**config.mk**
```make
export PLATFORM = sky130hd
export DESIGN_NAME = mem_arbiter
export DESIGN_NICKNAME = d
export VERILOG_FILES = /design/src/rtl/mem_arbiter.sv
export SDC_FILE = /design/constraint.sdc
export NUM_CORES = 1
export LEC_CHECK = 0
export CORE_ASPECT_RATIO = 0.6
export CORE_UTILIZATION = 38
export CTS_CLUSTER_SIZE = 16
export DETAILED_ROUTE_END_ITERATION = 8
export PLACE_DENSITY = 0.84
export SYNTH_ARGS = -nofsm -noshare
export SYNTH_HDL_FRONTEND = slang
export SYNTH_SLANG_ARGS = --single-unit
```
**constraint.sdc**
```tcl
create_clock -name clk -period 1.8 [get_ports clk]
set_input_delay 0.36 -clock clk [delete_from_list [all_inputs] [get_ports clk]]
set_output_delay 0.36 -clock clk [all_outputs]
set_load 0.02 [all_outputs]
```
**src/rtl/mem_arbiter.sv**
```systemverilog
// Arbitrates the single-port RAM between instruction fetch (IF) and load/store (MEM).
// Each access holds ram_ce for MEM_LATENCY cycles, then pulses a one-cycle ack to the winner.
module mem_arbiter #(
  parameter int ADDR_W      = 32,
  parameter int DATA_W      = 32,
  parameter int MEM_LATENCY = 2
) (
  input  logic              clk,
  input  logic              rst,
  input  logic              if_req,
  input  logic [ADDR_W-1:0] if_addr,
  output logic [DATA_W-1:0] if_rdata,
  output logic              if_ack,
  input  logic              mem_req,
  input  logic              mem_we,
  input  logic [3:0]        mem_sel,
  input  logic [ADDR_W-1:0] mem_addr,
  input  logic [DATA_W-1:0] mem_wdata,
  output logic [DATA_W-1:0] mem_rdata,
  output logic              mem_ack,
  output logic              stall_req,
  output logic              ram_ce,
  output logic              ram_we,
  output logic [3:0]        ram_sel,
  output logic [ADDR_W-1:0] ram_addr,
  output logic [DATA_W-1:0] ram_wdata,
  input  logic [DATA_W-1:0] ram_rdata,
  output logic [1:0]        dbg_state_o
);

  // Handshake: a requester raises req and holds it, with its address and data stable,
  // until it sees its ack; ack is a one-cycle pulse and the req may drop in that cycle.
  typedef enum logic [1:0] {
    IDLE    = 2'd0,
    ACC_IF  = 2'd1,
    ACC_MEM = 2'd2,
    ACK     = 2'd3
  } state_e;

  localparam logic [3:0] CNT_INIT = 4'(MEM_LATENCY - 1);

  state_e              state_q, state_d;
  logic [3:0]          cnt_q, cnt_d;
  logic [DATA_W-1:0]   if_rdata_q, if_rdata_d;
  logic [DATA_W-1:0]   mem_rdata_q, mem_rdata_d;
  logic                if_ack_q, if_ack_d;
  logic                mem_ack_q, mem_ack_d;
  logic                ram_ce_q, ram_ce_d;
  logic                ram_we_q, ram_we_d;
  logic [3:0]          ram_sel_q, ram_sel_d;
  logic [ADDR_W-1:0]   ram_addr_q, ram_addr_d;
  logic [DATA_W-1:0]   ram_wdata_q, ram_wdata_d;

  always_ff @(posedge clk) begin
    if (rst) begin
      state_q     <= IDLE;
      cnt_q       <= 4'd0;
      if_rdata_q  <= '0;
      mem_rdata_q <= '0;
      if_ack_q    <= 1'b0;
      mem_ack_q   <= 1'b0;
      ram_ce_q    <= 1'b0;
      ram_we_q    <= 1'b0;
      ram_sel_q   <= 4'b0000;
      ram_addr_q  <= '0;
      ram_wdata_q <= '0;
    end else begin
      state_q     <= state_d;
      cnt_q       <= cnt_d;
      if_rdata_q  <= if_rdata_d;
      mem_rdata_q <= mem_rdata_d;
      if_ack_q    <= if_ack_d;
      mem_ack_q   <= mem_ack_d;
      ram_ce_q    <= ram_ce_d;
      ram_we_q    <= ram_we_d;
      ram_sel_q   <= ram_sel_d;
      ram_addr_q  <= ram_addr_d;
      ram_wdata_q <= ram_wdata_d;
    end
  end

  always_comb begin
    state_d     = state_q;
    cnt_d       = cnt_q;
    if_rdata_d  = if_rdata_q;
    mem_rdata_d = mem_rdata_q;
    if_ack_d    = 1'b0;
    mem_ack_d   = 1'b0;
    ram_ce_d    = ram_ce_q;
    ram_we_d    = ram_we_q;
    ram_sel_d   = ram_sel_q;
    ram_addr_d  = ram_addr_q;
    ram_wdata_d = ram_wdata_q;
    case (state_q)
      IDLE: begin
        // MEM wins ties: it belongs to the older instruction in the pipeline.
        if (mem_req) begin
          state_d     = ACC_MEM;
          cnt_d       = CNT_INIT;
          ram_ce_d    = 1'b1;
          ram_we_d    = mem_we;
          ram_sel_d   = mem_sel;
          ram_addr_d  = mem_addr;
          ram_wdata_d = mem_wdata;
        end else if (if_req) begin
          state_d     = ACC_IF;
          cnt_d       = CNT_INIT;
          ram_ce_d    = 1'b1;
          ram_we_d    = 1'b0;
          ram_sel_d   = 4'b0000;
          ram_addr_d  = if_addr;
          ram_wdata_d = '0;
        end
      end
      ACC_IF, ACC_MEM: begin
        if (cnt_q != 4'd0) begin
          cnt_d = cnt_q - 4'd1;
        end else begin
          if (state_q == ACC_IF) begin
            if_rdata_d = ram_rdata;
            if_ack_d   = 1'b1;
          end else begin
            if (!ram_we_q) mem_rdata_d = ram_rdata;
            mem_ack_d = 1'b1;
          end
          ram_ce_d    = 1'b0;
          ram_we_d    = 1'b0;
          ram_sel_d   = 4'b0000;
          ram_addr_d  = '0;
          ram_wdata_d = '0;
          state_d     = ACK;
        end
      end
      ACK:     state_d = IDLE;
      default: state_d = IDLE;
    endcase
  end

  assign if_rdata    = if_rdata_q;
  assign mem_rdata   = mem_rdata_q;
  assign if_ack      = if_ack_q;
  assign mem_ack     = mem_ack_q;
  assign ram_ce      = ram_ce_q;
  assign ram_we      = ram_we_q;
  assign ram_sel     = ram_sel_q;
  assign ram_addr    = ram_addr_q;
  assign ram_wdata   = ram_wdata_q;
  assign stall_req   = (if_req & ~if_ack_q) | (mem_req & ~mem_ack_q);
  assign dbg_state_o = state_q;

endmodule
```
### Yosys cells after proc, flatten, opt, wreduce, memory -nomap -nowiden

Index checks and enable logic that the tools add are counted.

* output and inout port bits: 139
* flip-flop bits (word level): 142

* equal/unequal tests: 6
* add/subtract/negate cells: 1
* reduce and logical (&&, ||, !) cells: 10
* bitwise gates (word level): 9
* multiplexer cells: 28

Operator list (count)
* two-way mux 32 bit: 5
* one-hot mux 32 bit (2 select lines): 2
* two-way mux 4 bit: 6
* one-hot mux 4 bit (2 select lines): 2
* AND reduction 3 bit: 3
* two-way mux 1 bit: 7
* two-way mux 2 bit: 3
* inverter 1 bit: 6
* one-hot mux 2 bit (3 select lines): 1
* == test 2 bit (second input constant): 2
* inequality test 2 bit (second input constant): 2
* one-hot mux 1 bit (2 select lines): 2
* AND reduction 4 bit: 1
* nonzero test 4 bit: 1
* subtractor 4 x 1 -> 4 bit (second input constant): 1
* inequality test 3 bit (second input constant): 1
* OR reduction 3 bit: 1
* bitwise AND 1 bit: 2
* == test 2 x 1 -> 1 bit (second input constant): 1
* zero test 2 bit: 1
* AND reduction 2 bit: 1
* nonzero test 2 bit: 1
* OR reduction 2 bit: 1
* bitwise OR 1 bit: 1

### Logic depth before layout (Yosys ltp)

* depth after elaboration: 4
* gate-level depth with buffers: 8

### Worst setup path after synthesis

OpenSTA, ideal clock, no wires.

* kind: reg2reg
* start: reg state_q[0] (netlist: dbg_state_o[0])
* end: reg mem_rdata_q[0] (netlist: mem_rdata[0])
* path buffers: 2
* library setup time: 72 ps
* period minus slack after synthesis: 1993 ps
* path slack: -193 ps
* stages on the path, launching flop included: 8
* data arrival time: 1922 ps
* cell sequence: dfxtp_1 > inv_1 > ha_1 > nand4bb_1 > clkbuf_1 > nor3_2 > buf_2 > mux2i_1

* word-level cells in the longest chain between the ends: 3
* elaborated cells on any way between the ends: 5
* those cells by class: 2 x eq/ne; 1 x bitwise; 2 x reduce/logical

RTL lines
* start: declaration: RTL line 42 `state_e state_q, state_d;`
* start signal: assignment: RTL line 68 `state_q <= state_d;`
* == test 2 x 1 -> 1 bit or == test 2 bit (tied branches): RTL line 94, 119
* OR reduction 2 bit or inverter 1 bit (tied branches)
* AND reduction 4 bit (no line) *
* end signal: assignment: RTL line 71 `mem_rdata_q <= mem_rdata_d;`
* end: declaration: RTL line 45 `logic [DATA_W-1:0] mem_rdata_q, mem_rdata_d;`

Mark *: on every way between the ends. The rest lies on a longest branch, timed or not.
A chain may end at the register's enable or synchronous reset.

### Worst setup path in the final report

* start: reg cnt_q[1]
* end: reg ram_sel_q[0] (netlist: ram_sel[0])

* word-level cells in the longest chain between the ends: 3

RTL lines
* start: declaration: RTL line 43 `logic [3:0] cnt_q, cnt_d;`
* start signal: assignment: RTL line 69 `cnt_q <= cnt_d;`
* nonzero test 4 bit: RTL line 116 `if (cnt_q != 4'd0) begin`
* inequality test 2 bit (no line)
* AND reduction 3 bit (no line)
* end signal: assignment: RTL line 76 `ram_sel_q <= ram_sel_d;`
* end: declaration: RTL line 50 `logic [3:0] ram_sel_q, ram_sel_d;`

Every way passes these cells.

==> impl.org <==
** Yosys
- The number of nets in the synthesized netlist is 796.
- Sequential fraction of the synthesis area :: 0.476
- Most common flop cell mapped by yosys :: sky130_fd_sc_hd__dfxtp_1
- After technology mapping, the gate count stands at 654.
- The synthesized netlist contains 38 unique library cells.
- Count of flip-flops with a built-in enable after synthesis :: 0
- The synthesized netlist occupies a cell area of 5970 sq um.
- During synthesis, Yosys emitted a total of 0 warnings.
- In this run the mean area of a mapped cell was 9.13 sq um.
- Counting flops with an async set or reset pin after synthesis yields a share of 0.
- Synthesis inferred 142 register bits.

** Critical path
- Data on the critical path arrives at its endpoint at 2.18 ns.
- Walking the worst path, the cells encountered are inv_2, ha_4, or3b_4, a211o_1, buf_12, a32o_1.
- Data on the critical path is required at its endpoint by 2.09 ns.
- Start-to-end type of the worst setup path :: reg -> reg
- Max Fanout on Critical Path :: 37
- In this design, the stage delay of the slowest critical-path cell is 0.40 ns.
- Category of the worst setup path capture point :: flip-flop
- Family with the most delay on the worst path :: compound AO/OA/AOI/OAI gates
- STA classifies the critical path startpoint as a flip-flop.
- Together, buffers and inverters on the worst path number 2.
- On the critical path, the stage with the largest delay is an instance of sky130_fd_sc_hd__or3b_4.

** Outcome
- The flow ran to the end, but the final reports show violations.
- The final reports fail on setup timing.

** Global route
- The number of global-route vias before repair came to 5,779.
- GRT Total Usage :: 0.239
- Number of antenna violations at the first check in global routing :: 0
- Wire length of the first global-routing pass :: 30,500 microns
- Maximum number of pins on one net before global-route repair :: 65
- Summed over all layers, the global routing overflow is 0.

** Timing
- Worst-case clock skew :: 0.0109 ns
- Min setup slack post-route :: -0.0845 ns
- Setup repair after global routing missed its margin :: yes
- Max Clk Rate :: 0.531 GHz
- The count of pins over their slew limit is 0.
- Worst slew margin relative to its limit :: 0.706
- At the pin with the least slew margin, the transition time is 0.439 ns.
- Total count of hold-check failures in the final report :: 0
- Setup violations remaining at the end of the flow were counted as 38.
- Final total negative setup slack :: -1.91 ns
- Final worst-path cycle share :: 1.05
- Final hold analysis gives a worst-case slack of 0.403 ns.
- The routed design could run at a clock period as short as 1.88 ns.

** Drt
- DRC violations left :: 0
- Mean number of vias per cell :: 5.40
- Via count :: 6,172
- Count of antenna-violating nets left after detailed routing :: 0
- Iteration-0 DRC count of the detailed router :: 405
- Count of TritonRoute iterations in the first routing pass :: 5
- Overall routed net length :: 20,500 microns
- In the final routed layout, each cell accounts on average for 17.9 microns.

** Floorplanning
- The die is 99.1 microns tall.
- Starting Density :: 0.389
- Num ports :: 276
- Width of the chip :: 164 microns
- Site Rows :: 35
- The die covers 16,200 sq um.
- After floorplanning, the core was sized to cover 15,400 sq um.

** CTS
- Max Buffers Root-to-Sink :: 2
- Number of clock sinks seen by CTS :: 142
- TritonCTS built the clock tree.
- Clk pin slew, worst setup/hold paths :: 0.06 ns
- The later pin in the worst-skew pair is clocked with a latency of 0.40 ns.
- Buffer cell driving the clock tree root :: sky130_fd_sc_hd__clkbuf_16
- Number of H-tree levels :: 4
- Clock tree synthesis inserted a total of 17 buffers.

** Layout
- At the end of the flow, the number of nets in the layout was 1,070.
- In the final layout, the share of cells above drive strength 1 is 0.148.
- Number of antenna repair diodes :: 0
- Signed area change from the synthesized netlist to the final layout :: 65.9%
- Once layout is complete, the utilization of the core stands at 0.645.

** Placed design
- Before CTS, the worst setup slack after placement is -0.243 ns.
- Input and output buffers added on the ports amount to 275.
- Routability congestion estimate from global placement :: 0.789
- Detailed placement ended at an HPWL of 13,900 microns.

** Hold path
- Hold/Removal Path Class :: in -> reg

** Job
- Max-cap violations in this run came to 0.

** Pwr
- Total power divided by cell area :: 1630 nW/um^2
- Overall Power :: 16.2 mW
- Standby leakage power :: 3.68 nW
- Across the VDD grid, the largest voltage drop is 0.00116 V.
## area by class of cell
| cell class | instances | area, sq um |
|---|---|---|
| Timing Repair Buffer | 326 | 3300 |
| Clock buffer | 21 | 460 |
| Fill cell | 1301 | 5460 |
| Multi-Input combinational cell | 433 | 2900 |
| Inverter | 8 | 31.3 |
| Clock inverter | 11 | 109 |
| Sequential cell | 142 | 2850 |
| Tap cell | 203 | 254 |
## cells in the final DEF, fill, tap and decap left out, types with 4 or more instances in the layout
cell / instances
sky130_fd_sc_hd__clkinvlp_4: 4
sky130_fd_sc_hd__mux2i_1: 32
sky130_fd_sc_hd__dlymetal6s2s_1: 11
sky130_fd_sc_hd__dfxtp_2: 4
sky130_fd_sc_hd__mux2_2: 33
sky130_fd_sc_hd__nand3_1: 96
sky130_fd_sc_hd__clkdlybuf4s50_1: 259
sky130_fd_sc_hd__buf_4: 38
sky130_fd_sc_hd__buf_12: 9
sky130_fd_sc_hd__a31oi_1: 32
sky130_fd_sc_hd__clkbuf_16: 19
sky130_fd_sc_hd__dfxtp_1: 138
sky130_fd_sc_hd__o21ai_0: 64
sky130_fd_sc_hd__nand2_1: 66
sky130_fd_sc_hd__inv_2: 4
sky130_fd_sc_hd__a32o_1: 37
sky130_fd_sc_hd__a21oi_1: 34
## synthesized netlist by cell type (2+ instances only)
cell type | instances | share of area
sky130_fd_sc_hd__dfxtp_1 | 142 | 0.48
sky130_fd_sc_hd__nand3_1 | 96 | 0.080
sky130_fd_sc_hd__nand2_1 | 66 | 0.041
sky130_fd_sc_hd__o21ai_0 | 64 | 0.054
sky130_fd_sc_hd__clkbuf_1 | 53 | 0.033
sky130_fd_sc_hd__a32o_1 | 37 | 0.062
sky130_fd_sc_hd__a21oi_1 | 34 | 0.028
sky130_fd_sc_hd__mux2i_1 | 34 | 0.057
sky130_fd_sc_hd__mux2_2 | 33 | 0.062
sky130_fd_sc_hd__a31oi_1 | 32 | 0.034
sky130_fd_sc_hd__buf_1 | 9 | 0.0057
sky130_fd_sc_hd__inv_1 | 7 | 0.0044
sky130_fd_sc_hd__buf_2 | 6 | 0.0050
sky130_fd_sc_hd__ha_1 | 5 | 0.010
sky130_fd_sc_hd__buf_6 | 3 | 0.0057
sky130_fd_sc_hd__nor2_1 | 3 | 0.0019
sky130_fd_sc_hd__nor3_1 | 3 | 0.0025
sky130_fd_sc_hd__a211o_1 | 2 | 0.0029
sky130_fd_sc_hd__nand2b_1 | 2 | 0.0021
sky130_fd_sc_hd__nor3_2 | 2 | 0.0034
sky130_fd_sc_hd__o211ai_1 | 2 | 0.0025
sky130_fd_sc_hd__o311ai_0 | 2 | 0.0029
sky130_fd_sc_hd__o31ai_1 | 2 | 0.0025
## timing repair
action / in CTS / in global routing
resized for setup: 7 / 17
gates cloned: 0 / 3
setup buffers: 2 / 5
setup endpoints to repair: 105 / 117
endpoints found under the hold margin: 0 / 0
pin swaps: 2 / 4
hold buffers: 0 / 0
## flip-flops by register name (all words and copies together) (netlist names)
register / flops
dbg_state_o: 2
mem_ack: 1
ram_addr: 32
if_rdata: 32
cnt_q: 4
ram_wdata: 32
ram_we: 1
ram_sel: 4
if_ack: 1
mem_rdata: 32
ram_ce: 1
## power breakdown
| group | internal [mW] | switching, mW | leakage [nW] | total, mW |
|---|---|---|---|---|
| registers | 3.92 | 0.450 | 1.16 | 4.37 |
| clock network | 1.99 | 1.39 | 0.266 | 3.38 |
| logic | 3.77 | 4.67 | 2.26 | 8.44 |
| total | 9.68 | 6.51 | 3.68 | 16.2 |
## cells by family (layout without fill, tap and decap cells)
kind of cell,after synthesis,in the layout,share of synthesized area
compound gates,180,180,0.196
fa+ha+maj,5,5,0.0105
buf+inv,79,366,0.0547
flops,142,142,0.476
mux,67,67,0.119
simple gates,181,181,0.144
## worst paths after layout
path / from / to / slack [ns] / cells past startpoint
max: cnt_q[1] / ram_sel[0] / -0.08 / 6
min: rst / ram_addr[17] / 0.40 / 2
max reg2reg: cnt_q[1] / ram_sel[0] / -0.08 / 6
min reg2reg: mem_rdata[7] / mem_rdata[7] / 0.46 / 2
## through the flow
stage | std cells | instance area [sq um]
2_1_floorplan | 654 | 6020
3_3_place_gp | 1102 | 9150
3_5_place_dp | 1102 | 9150
4_1_cts | 1136 | 9750
5_1_grt | 1144 | 9910
6_report | 1144 | 9910
## metal layers
| layer | wire length (microns) | part of all wire | GRT usage | up-vias |
|---|---|---|---|---|
| li1 | - | - | - | 2946 |
| met1 | 9170 | 0.45 | 0.320 | 2949 |
| met2 | 9160 | 0.45 | 0.368 | 257 |
| met3 | 1930 | 0.094 | 0.0826 | 20 |
| met4 | 191 | 0.0093 | 0.0577 | 0 |
| met5 | 0 | 0 | 0 | - |
Power figures use the tool's default switching activity.
